<file path="src/rtl/spram_bus_ctrl_pkg.sv">
// rtl/spram_bus_ctrl_pkg.sv - shared types and constants for the SPRAM bus controller
package spram_bus_pkg;

  localparam int BANK_WORDS = 16384;
  localparam int BANK_BYTES = 65536;
  localparam int ADR_W      = 14;

  typedef enum logic [1:0] {
    IDLE  = 2'd0,
    ISSUE = 2'd1,
    DONE  = 2'd2
  } state_t;

  // Word index inside a bank from a bank-relative byte offset.
  function automatic logic [ADR_W-1:0] word_of(input logic [31:0] off);
    return ADR_W'(off[31:2] % 30'(BANK_WORDS));
  endfunction

endpackage

</file>
<file path="src/rtl/spram_bus_ctrl_if.sv">
// rtl/spram_bus_ctrl_if.sv - two requester ports plus banked RAM pins
interface spram_bus_ctrl_if
  import spram_bus_pkg::*;
#(
  parameter int BANKS = 2
);
  logic                  m0_valid;
  logic [31:0]           m0_addr;
  logic [31:0]           m0_wdata;
  logic [3:0]            m0_wstrb;
  logic                  m0_ready;
  logic [31:0]           m0_rdata;
  logic                  m1_valid;
  logic [31:0]           m1_addr;
  logic [31:0]           m1_wdata;
  logic [3:0]            m1_wstrb;
  logic                  m1_ready;
  logic [31:0]           m1_rdata;
  logic [BANKS-1:0]      ram_cs;
  logic [3:0]            ram_wren;
  logic [ADR_W-1:0]      ram_adr;
  logic [31:0]           ram_di;
  logic [BANKS*32-1:0]   ram_do;
  logic                  err;

  modport master (
    output m0_valid, m0_addr, m0_wdata, m0_wstrb,
    output m1_valid, m1_addr, m1_wdata, m1_wstrb,
    output ram_do,
    input  m0_ready, m0_rdata, m1_ready, m1_rdata,
    input  ram_cs, ram_wren, ram_adr, ram_di, err
  );

  modport slave (
    input  m0_valid, m0_addr, m0_wdata, m0_wstrb,
    input  m1_valid, m1_addr, m1_wdata, m1_wstrb,
    input  ram_do,
    output m0_ready, m0_rdata, m1_ready, m1_rdata,
    output ram_cs, ram_wren, ram_adr, ram_di, err
  );
endinterface

</file>
<file path="src/rtl/spram_bus_ctrl_rr_arb2.sv">
// rtl/spram_bus_ctrl_rr_arb2.sv - two-way round-robin arbiter with last-grant memory
module rr_arb2 (
  input  logic       clk,
  input  logic       resetn,
  input  logic       en,
  input  logic [1:0] req,
  output logic [1:0] gnt
);
  // Set when port 1 was granted most recently; reset state hands port 0 the first win.
  logic last_q;

  always_comb begin
    gnt = req;
    if (req == 2'b11) gnt = last_q ? 2'b01 : 2'b10;
  end

  always_ff @(posedge clk or negedge resetn) begin
    if (!resetn) last_q <= 1'b1;
    else if (en && (|req)) last_q <= gnt[1];
  end
endmodule

</file>
<file path="src/rtl/spram_bus_ctrl.sv">
// rtl/spram_bus_ctrl.sv - arbitrated two-port initiator for banked 16Kx32 SPRAM
module spram_bus_ctrl
  import spram_bus_pkg::*;
#(
  parameter int          BANKS     = 2,
  parameter logic [31:0] BASE_ADDR = 32'h0000_0000
) (
  input  logic            clk,
  input  logic            resetn,
  spram_bus_ctrl_if.slave bus
);
  localparam logic [31:0] SPAN = 32'(BANKS) * 32'(BANK_BYTES);

  state_t           state_q, state_d;
  logic [1:0]       req, gnt;
  logic [31:0]      addr_c, wdata_c, off_c;
  logic [3:0]       wstrb_c;
  logic             below_c, oor_c;
  logic [1:0]       bank_c;
  logic [BANKS-1:0] cs_c;
  logic             gnt1_q, oor_q, rd_q, hit;
  logic [1:0]       bank_q;
  logic [31:0]      bank_do;

  assign req = {bus.m1_valid, bus.m0_valid};

  rr_arb2 u_arb (
    .clk    (clk),
    .resetn (resetn),
    .en     (state_q == IDLE),
    .req    (req),
    .gnt    (gnt)
  );

  always_comb begin
    addr_c  = gnt[1] ? bus.m1_addr  : bus.m0_addr;
    wdata_c = gnt[1] ? bus.m1_wdata : bus.m0_wdata;
    wstrb_c = gnt[1] ? bus.m1_wstrb : bus.m0_wstrb;
  end

  // The borrow of the offset subtraction flags addresses below the window.
  assign {below_c, off_c} = {1'b0, addr_c} - {1'b0, BASE_ADDR};
  assign oor_c  = below_c || (off_c >= SPAN);
  assign bank_c = off_c[17:16];

  always_comb begin
    cs_c = '0;
    for (int k = 0; k < BANKS; k++) cs_c[k] = !oor_c && (bank_c == 2'(k));
  end

  always_ff @(posedge clk or negedge resetn) begin
    if (!resetn) state_q <= IDLE;
    else         state_q <= state_d;
  end

  always_comb begin
    state_d = state_q;
    case (state_q)
      IDLE:    if (|req) state_d = ISSUE;
      ISSUE:   state_d = DONE;
      DONE:    state_d = IDLE;
      default: state_d = IDLE;
    endcase
  end

  always_ff @(posedge clk or negedge resetn) begin
    if (!resetn) begin
      gnt1_q       <= 1'b0;
      bank_q       <= '0;
      oor_q        <= 1'b0;
      rd_q         <= 1'b0;
      bus.ram_cs   <= '0;
      bus.ram_wren <= '0;
      bus.ram_adr  <= '0;
      bus.ram_di   <= '0;
      bus.m0_ready <= 1'b0;
      bus.m1_ready <= 1'b0;
      bus.err      <= 1'b0;
    end else begin
      bus.ram_wren <= '0;
      bus.m0_ready <= 1'b0;
      bus.m1_ready <= 1'b0;
      bus.err      <= 1'b0;
      case (state_q)
        IDLE: if (|req) begin
          gnt1_q       <= gnt[1];
          bank_q       <= bank_c;
          oor_q        <= oor_c;
          rd_q         <= (wstrb_c == 4'h0);
          bus.ram_cs   <= cs_c;
          bus.ram_adr  <= word_of(off_c);
          bus.ram_di   <= wdata_c;
          bus.ram_wren <= oor_c ? 4'h0 : wstrb_c;
        end
        ISSUE: begin
          bus.m0_ready <= ~gnt1_q;
          bus.m1_ready <= gnt1_q;
          bus.err      <= oor_q;
        end
        DONE:    bus.ram_cs <= '0;
        default: ;
      endcase
    end
  end

  // Chip select stays high through DONE, so the selected bank's output is live there.
  always_comb begin
    bank_do = '0;
    for (int k = 0; k < BANKS; k++)
      if (bank_q == 2'(k)) bank_do = bus.ram_do[32*k +: 32];
  end

  assign hit          = (state_q == DONE) && rd_q && !oor_q;
  assign bus.m0_rdata = (hit && !gnt1_q) ? bank_do : 32'h0;
  assign bus.m1_rdata = (hit &&  gnt1_q) ? bank_do : 32'h0;
endmodule

</file>
<file path="src/flat_wrapper.sv">
// flat-port wrapper written by rule: the top's interface ports become plain ports
module spram_bus_ctrl_flat import spram_bus_pkg::*;
#(
  parameter int          BANKS     = 2,
  parameter logic [31:0] BASE_ADDR = 32'h0000_0000
)
  (clk, resetn, bus_m0_valid, bus_m0_addr, bus_m0_wdata, bus_m0_wstrb, bus_m1_valid, bus_m1_addr, bus_m1_wdata, bus_m1_wstrb, bus_ram_do, bus_m0_ready, bus_m0_rdata, bus_m1_ready, bus_m1_rdata, bus_ram_cs, bus_ram_wren, bus_ram_adr, bus_ram_di, bus_err);
  spram_bus_ctrl_if #(.BANKS(BANKS)) bus_i ();
  input  logic clk;
  input  logic resetn;
  input wire logic [$bits(bus_i.m0_valid)-1:0] bus_m0_valid;
  input wire logic [$bits(bus_i.m0_addr)-1:0] bus_m0_addr;
  input wire logic [$bits(bus_i.m0_wdata)-1:0] bus_m0_wdata;
  input wire logic [$bits(bus_i.m0_wstrb)-1:0] bus_m0_wstrb;
  input wire logic [$bits(bus_i.m1_valid)-1:0] bus_m1_valid;
  input wire logic [$bits(bus_i.m1_addr)-1:0] bus_m1_addr;
  input wire logic [$bits(bus_i.m1_wdata)-1:0] bus_m1_wdata;
  input wire logic [$bits(bus_i.m1_wstrb)-1:0] bus_m1_wstrb;
  input wire logic [$bits(bus_i.ram_do)-1:0] bus_ram_do;
  output wire logic [$bits(bus_i.m0_ready)-1:0] bus_m0_ready;
  output wire logic [$bits(bus_i.m0_rdata)-1:0] bus_m0_rdata;
  output wire logic [$bits(bus_i.m1_ready)-1:0] bus_m1_ready;
  output wire logic [$bits(bus_i.m1_rdata)-1:0] bus_m1_rdata;
  output wire logic [$bits(bus_i.ram_cs)-1:0] bus_ram_cs;
  output wire logic [$bits(bus_i.ram_wren)-1:0] bus_ram_wren;
  output wire logic [$bits(bus_i.ram_adr)-1:0] bus_ram_adr;
  output wire logic [$bits(bus_i.ram_di)-1:0] bus_ram_di;
  output wire logic [$bits(bus_i.err)-1:0] bus_err;
  assign bus_i.m0_valid = bus_m0_valid;
  assign bus_i.m0_addr = bus_m0_addr;
  assign bus_i.m0_wdata = bus_m0_wdata;
  assign bus_i.m0_wstrb = bus_m0_wstrb;
  assign bus_i.m1_valid = bus_m1_valid;
  assign bus_i.m1_addr = bus_m1_addr;
  assign bus_i.m1_wdata = bus_m1_wdata;
  assign bus_i.m1_wstrb = bus_m1_wstrb;
  assign bus_i.ram_do = bus_ram_do;
  assign bus_m0_ready = bus_i.m0_ready;
  assign bus_m0_rdata = bus_i.m0_rdata;
  assign bus_m1_ready = bus_i.m1_ready;
  assign bus_m1_rdata = bus_i.m1_rdata;
  assign bus_ram_cs = bus_i.ram_cs;
  assign bus_ram_wren = bus_i.ram_wren;
  assign bus_ram_adr = bus_i.ram_adr;
  assign bus_ram_di = bus_i.ram_di;
  assign bus_err = bus_i.err;
  spram_bus_ctrl #(.BANKS(BANKS), .BASE_ADDR(BASE_ADDR)) u_core (.clk(clk), .resetn(resetn), .bus(bus_i));
endmodule
</file>
<file path="config.mk">
export PLATFORM = sky130hd
export DESIGN_NAME = spram_bus_ctrl_flat
export DESIGN_NICKNAME = d
export VERILOG_FILES = /design/src/rtl/spram_bus_ctrl_pkg.sv /design/src/rtl/spram_bus_ctrl_if.sv /design/src/rtl/spram_bus_ctrl_rr_arb2.sv /design/src/rtl/spram_bus_ctrl.sv /design/src/flat_wrapper.sv
export SDC_FILE = /design/constraint.sdc
export NUM_CORES = 1
export LEC_CHECK = 0
export BUFFER_PORTS_ARGS = -buffer_cell sky130_fd_sc_hd__buf_2
export CAP_MARGIN = 20
export CELL_PAD_IN_SITES_DETAIL_PLACEMENT = 0
export CELL_PAD_IN_SITES_GLOBAL_PLACEMENT = 1
export CORE_MARGIN = 5
export CORE_UTILIZATION = 26
export CTS_BUF_LIST = sky130_fd_sc_hd__clkbuf_4 sky130_fd_sc_hd__clkbuf_8
export DETAILED_ROUTE_END_ITERATION = 7
export GPL_TIMING_DRIVEN = 0
export PLACE_DENSITY = 0.83
export SLEW_MARGIN = 40
export SYNTH_ARGS = -nofsm -noshare
export SYNTH_HDL_FRONTEND = slang
export SYNTH_SLANG_ARGS = --single-unit
</file>
<file path="constraint.sdc">
create_clock -name clk -period 1.8 [get_ports clk]
set_clock_uncertainty 0.05 [all_clocks]
set_input_delay 0.36 -clock clk [delete_from_list [all_inputs] [get_ports clk]]
set_output_delay 0.36 -clock clk [all_outputs]
set_load 0.01 [all_outputs]
</file>
==> metrics.csv, run 1 <==
metric,value,unit
rows,43,
slew_viol_final,0,
clock_path_buffers,2,
timing.rr.end,u_core.bank_q[1],
ys_types,32,
r2r_cells,8,
reg2reg_slack,0.09,ns
cts.sinks,63,
die-area,16350,um^2
final_cells,917,
crit_end,bus_m1_rdata[11],
cp_data_arrival_time,1.80,ns
drv_cap,0,
synth.yosys.seq_area_share,43.69,%
netlist_area,3611,um^2
numPortBuffers,318,
period_minus_slack,2.212,ns
routedWlPerCell,18.13,um
critPathLaunchType,register,
status,finished with violations,
nets,933,
grt_max_degree,33,
synthCells,388,
critPathTopFamily,simple AND/OR/NAND/NOR gates,
max_stage_delay,0.38,ns
dp_hpwl,13280,um
cts_tree,yes,
tns,-23.23,ns
hold_path_class,input pin to register,
grt_usage,18.86,%
clkTransAtPathRegs,0.07,ns
cp_slowest_cell,dfrtp_1,
overflow,0,
startpoint,u_core.state_q[0],
root_buffer,clkbuf_8,
r2r-start,u_core.state_q[0],
antenna_found_initial,4,
grt_pass1_vias,4537,
fin_crit_sh,122.9,%
num_vias,4298,
violations,setup timing,
cts.htree.levels,3,
numCtsBuffers,9,
dp_cells,887,
core_region_area,13770,um^2
synth_warnings,0,
rsz0062_at_grt,true,
hold_depth,2,
drc,0,
fmax,452.0,MHz
synthToLayoutAreaGrowth,76.13,%
postSynthAreaPerCell,9.307,um^2
tightestPinTransition,0.9208,ns
cp-end-kind,output pin,
syn_nets,592,
finalWirelength,16630,um
cp.required,1.39,ns
worstSetupPathDepth,6,
die_x,127.9,um
ir_drop,524.0,uV
initialDrtViolationCount,119,
clkLatencyLatePin,0.33,ns
place_area,5450,um^2
p_leak,3.384,nW
synth-seq-cells,63,
crit_chain,nand2b_4 > nor3b_4 > nand2_4 > buf_6 > nor3_2 > buf_2,
crit_type,register to output pin,
drtPass1Iterations,4,
drive_gt1_share,62.07,%
ios,323,
hold_violations,0,
die_h,127.9,um
critPathBufInv,2,
initial_core_util,26.22,%
grt_pass1_wl,23970,um
place_congestion,0.8887,
avgViaCountPerCell,4.687,
worst_slack,-0.4122,ns
relSlewSlack,38.61,%
powerDensity,1191,nW/um^2
finalSetupViolCount,64,
cp_max_fo,7,
fin_area,6360,um^2
drtAntennaViolNets,0,
[worst min path at each step]
stage / from / to / slack (ns)
after global placement: u_core.bus.ram_adr[0] / u_core.bus.ram_adr[0] / 0.41
after detailed placement: resetn / u_core.bus.ram_di[10] / 0.28
after CTS: bus_m0_wstrb[3] / u_core.bus.ram_wren[3] / 0.18
after floorplan: resetn / u_core.bank_q[0] / 0.01
after global routing: bus_m0_wstrb[0] / u_core.bus.ram_wren[0] / 0.20
final: bus_m0_wstrb[3] / u_core.bus.ram_wren[3] / 0.21
[registers in the layout (all words and copies together), names as in the netlist]
| signal | cells |
|---|---|
| u_core.bus.ram_di | 32 |
| u_core.bus.ram_adr | 14 |
| u_core.bus.ram_wren | 4 |
| u_core.bank_q | 2 |
| u_core.bus.ram_cs | 2 |
| u_core.state_q | 2 |
| u_core.bus.err | 1 |
| u_core.bus.m0_ready | 1 |
| u_core.bus.m1_ready | 1 |
| u_core.gnt1_q | 1 |
| u_core.oor_q | 1 |
| u_core.rd_q | 1 |
| u_core.u_arb.last_q | 1 |
[cells in the final DEF, fill, tap and decap left out, drive strengths merged]
master       instances
a21boi               1
a21oi                2
a221o                2
a22o                 5
and2                 2
and3                 3
and4                 1
buf                351
bufinv               1
clkbuf              25
clkinv               1
clkinvlp             1
dfrtp               62
dfstp                1
diode                4
dlygate4sd3          1
inv                  3
mux2i               79
nand2               54
nand2b               2
nand4                1
nor2                 4
nor2b                3
nor3                68
nor3b                1
nor4                 8
o21ai               50
or4                  1
[metal layers]
| metal | vias up | part of all wire [%] | track usage [%] | routed length [um] |
|---|---|---|---|---|
| met5 | - | 0 | 0 | 0 |
| met1 | 1973 | 35 | 19.44 | 5866 |
| met2 | 231 | 54 | 36.48 | 8901 |
| met4 | 0 | 2.4 | 6.554 | 399 |
| li1 | 2071 | - | - | - |
| met3 | 23 | 8.8 | 4.833 | 1460 |
[area by class of cell]
cell class	instances	area, um^2
multi-input cells	287	2347
well taps	180	225.2
clock inverters	3	42.54
repair buffers	330	1738
plain buffers	35	249.0
inverters	3	11.26
flip-flops and latches	63	1578
fillers	1384	7413
clock buffers	12	158.9
diodes	4	10.01
[through the flow]
step           utilization (%)  worst slack, ns  power [W]  hold slack [ns]
2_1_floorplan                -          0.08179   0.004428          0.01441
3_3_place_gp             39.41          -0.2518   0.005823           0.4087
3_5_place_dp             39.57          -0.2652   0.005881           0.2781
4_1_cts                  44.32          -0.4314   0.007470           0.1841
5_1_grt                  46.18          -0.5442   0.008105           0.1995
6_report                 46.18          -0.4122   0.007574           0.2053
[cell usage after synthesis]
master / count / share of area [%]
buf_4: 7 / 1.5
inv_1: 2 / 0.21
mux2i_1: 79 / 22
nor2_2: 1 / 0.17
a21oi_1: 2 / 0.28
a22o_1: 5 / 1.2
nand2_1: 54 / 5.6
and4_1: 1 / 0.24
buf_2: 9 / 1.2
dfrtp_1: 62 / 43
or4_1: 1 / 0.21
clkbuf_1: 17 / 1.8
a221o_1: 2 / 0.55
a21boi_1: 1 / 0.21
nor2_1: 3 / 0.31
and3_1: 3 / 0.52
nor4_2: 1 / 0.35
nor3b_2: 1 / 0.35
nor3_1: 67 / 9.3
dfstp_2: 1 / 0.73
buf_6: 1 / 0.31
inv_2: 1 / 0.10
and2_1: 2 / 0.35
nand4_1: 1 / 0.17
nor4_1: 7 / 1.2
nor2b_1: 3 / 0.52
o21ai_0: 1 / 0.14
nand2b_1: 2 / 0.35
nor3_2: 1 / 0.28
o21ai_1: 48 / 6.7
o21ai_2: 1 / 0.24
buf_1: 1 / 0.10
[kinds of logic after synthesis]
logic type             Yosys count  synth area share, %
muxes                           79                21.90
buffers and inverters           38                5.197
AOI/OAI and AO/OA               60                9.286
DFF                             63                43.69
and+or+nand+nor                148                19.92
[where the power goes]
| group | switching, W | total [W] | internal [W] |
|---|---|---|---|
| Combinational | 0.00247 | 0.00396 | 0.00149 |
| Sequential | 0.000312 | 0.00235 | 0.00204 |
| Clock | 0.000544 | 0.00127 | 0.000721 |
[timing repair]
action | in CTS | in global routing
hold endpoints to repair | 30 | 0
hold buffers | 1 | 0
setup endpoints to repair | 64 | 76
gates cloned | 6 | 0
pin swaps | 33 | 3
setup buffers | 2 | 2
resized for setup | 95 | 54
No activity file was read; power rests on OpenSTA's default activity.
==> inputs of run 2 (changes only) <==
GPL_TIMING_DRIVEN = default   (was 0)
==> metrics.csv, run 2 (synthesis results as in run 1) <==
metric,value,unit,change
status,finished with violations,,
violations,setup timing,,
hold_path_class,input pin to register,,
p_leak,3.225,nW,-4.7%
worst_slack,-0.3052,ns,+0.1070 ns
drtPass1Iterations,4,,unchanged
root_buffer,clkbuf_8,,
initial_core_util,26.22,%,unchanged
core_region_area,13770,um^2,unchanged
cp_slowest_cell,dfrtp_1,,
cts.htree.levels,3,,unchanged
drc,0,,unchanged
reg.largest.list,"u_core.bus.ram_di x32, u_core.bus.ram_adr x14, u_core.bus.ram_wren x4",,
avgViaCountPerCell,4.564,,-2.6%
place_congestion,0.8795,,-1.0%
cp.required,1.39,ns,about the same
powerDensity,1178,nW/um^2,-1.1%
grt_pass1_vias,4158,,-8.4%
ir_drop,544.8,uV,+4.0%
hold_slack,0.2014,ns,-0.003929 ns
die_h,127.9,um,unchanged
numPortBuffers,318,,unchanged
relSlewSlack,52.26,%,+14 points
slew_viol_final,0,,unchanged
finalWirelength,14430,um,-13%
drtAntennaViolNets,0,,unchanged
clkLatencyLatePin,0.33,ns,about the same
drive_gt1_share,58.18,%,-3.9 points
cts.sinks,63,,unchanged
critPathTopFamily,simple AND/OR/NAND/NOR gates,,
tns,-15.49,ns,+7.739 ns
layout_common_cells,"buf_2, mux2i_1, dfrtp_1, nand2_1, o21ai_1",,
num-fill-cells,1447,,+4.6%
rsz0062_at_grt,true,,
clkTransAtPathRegs,0.06,ns,about the same
final_common_cell,buf_2,,
dp_cells,878,,-1.0%
grt_usage,17.13,%,-1.7 points
ios,323,,unchanged
clock_path_buffers,2,,unchanged
largest_reg_flops,32,,unchanged
cp_max_fo,32,,+25
final_util,43.56,%,-2.6 points
cts_tree,yes,,
die_x,127.9,um,unchanged
overflow,0,,unchanged
rows,43,,unchanged
drv_cap,0,,unchanged
fin_crit_sh,117.0,%,-5.9 points
critPathLaunchType,register,,
die-area,16350,um^2,unchanged
dp_hpwl,12210,um,-8.1%
initialDrtViolationCount,113,,-5.0%
crit_type,register to output pin,,
crit_chain,nand2b_4 > nor3b_4 > nand2b_1 > buf_12 > nor3_2 > buf_2,,
tightestPinTransition,0.7162,ns,-0.2047 ns
grt_max_degree,81,,+150%
cp-end-kind,output pin,,
antenna_found_initial,4,,unchanged
largest-register,u_core.bus.ram_di,,
critPathBufInv,2,,unchanged
synthToLayoutAreaGrowth,66.15,%,
hold_violations,0,,unchanged
finalSetupViolCount,64,,unchanged
cp_data_arrival_time,1.70,ns,-0.10 ns
num_vias,4094,,-4.7%
fmax,475.0,MHz,+5.1%
grt_pass1_wl,21600,um,-9.9%
final_cells,897,,-2.2%
numCtsBuffers,9,,unchanged
nets,914,,-2.0%
max_stage_delay,0.37,ns,about the same
routedWlPerCell,16.08,um,-11%
period_minus_slack,2.105,ns,-0.1070 ns
## run 2: area by class of cell
cell class	count	area [um^2]	share of cell area, %
Multi-Input combinational cell	287	2105	35.08
Antenna cell	2	5.005	0.08342
Clock inverter	4	22.52	0.3754
Sequential cell	63	1580	26.34
Clock buffer	12	146.4	2.440
Inverter	3	11.26	0.1877
Tap cell	180	225.2	3.754
Timing Repair Buffer	346	1904	31.74
## run 2: metal layers
layer	track usage, %	wire [um]	vias to the layer above
met3	5.333	1367	25
met5	0	11	-
met2	31.27	7466	216
met1	18.12	5166	1821
li1	-	-	2030
met4	7.241	415	2
## run 2: where the power goes
part | total [W] | leakage, nW | switching [W] | internal (W)
registers | 0.00244 | 0.781 | 0.000394 | 0.00204
clock network | 0.00106 | 0.0904 | 0.000525 | 0.000539
logic | 0.00356 | 2.35 | 0.00209 | 0.00148
## run 2: repair_timing
item,4_1_cts,5_1_grt
resized for setup,30,17
buffers inserted,0,0
endpoints found under the hold margin,62,0
pin swaps,1,0
hold buffers,1,0
gates cloned,0,0
endpoints found under the setup margin,64,64
## run 2: final timing paths
kind | cells after the start | slack (ns) | to | startpoint
min | 2 | 0.20 | u_core.bus.ram_wren[0] | bus_m0_wstrb[0]
max | 6 | -0.31 | bus_m0_rdata[11] | u_core.state_q[0]
min reg2reg | 2 | 0.43 | u_core.bus.ram_di[15] | u_core.bus.ram_di[15]
max in group asynchronous | 3 | 0.87 | u_core.u_arb.last_q | resetn
max reg2reg | 6 | 0.20 | u_core.bus.ram_di[26] | u_core.state_q[0]
min in group asynchronous | 3 | 0.51 | u_core.bus.ram_adr[6] | resetn
## run 2: through the flow
step | setup WS (ns) | instance area [um^2] | total power [W]
finish | -0.3052 | 6000 | 0.007065
global route | -0.4337 | 6000 | 0.007664
CTS | -0.3123 | 5907 | 0.007125
detailed placement | -0.0001938 | 5575 | 0.005913
global placement | -0.007881 | 5575 | 0.005848
floorplan | 0.08179 | 3611 | 0.004428
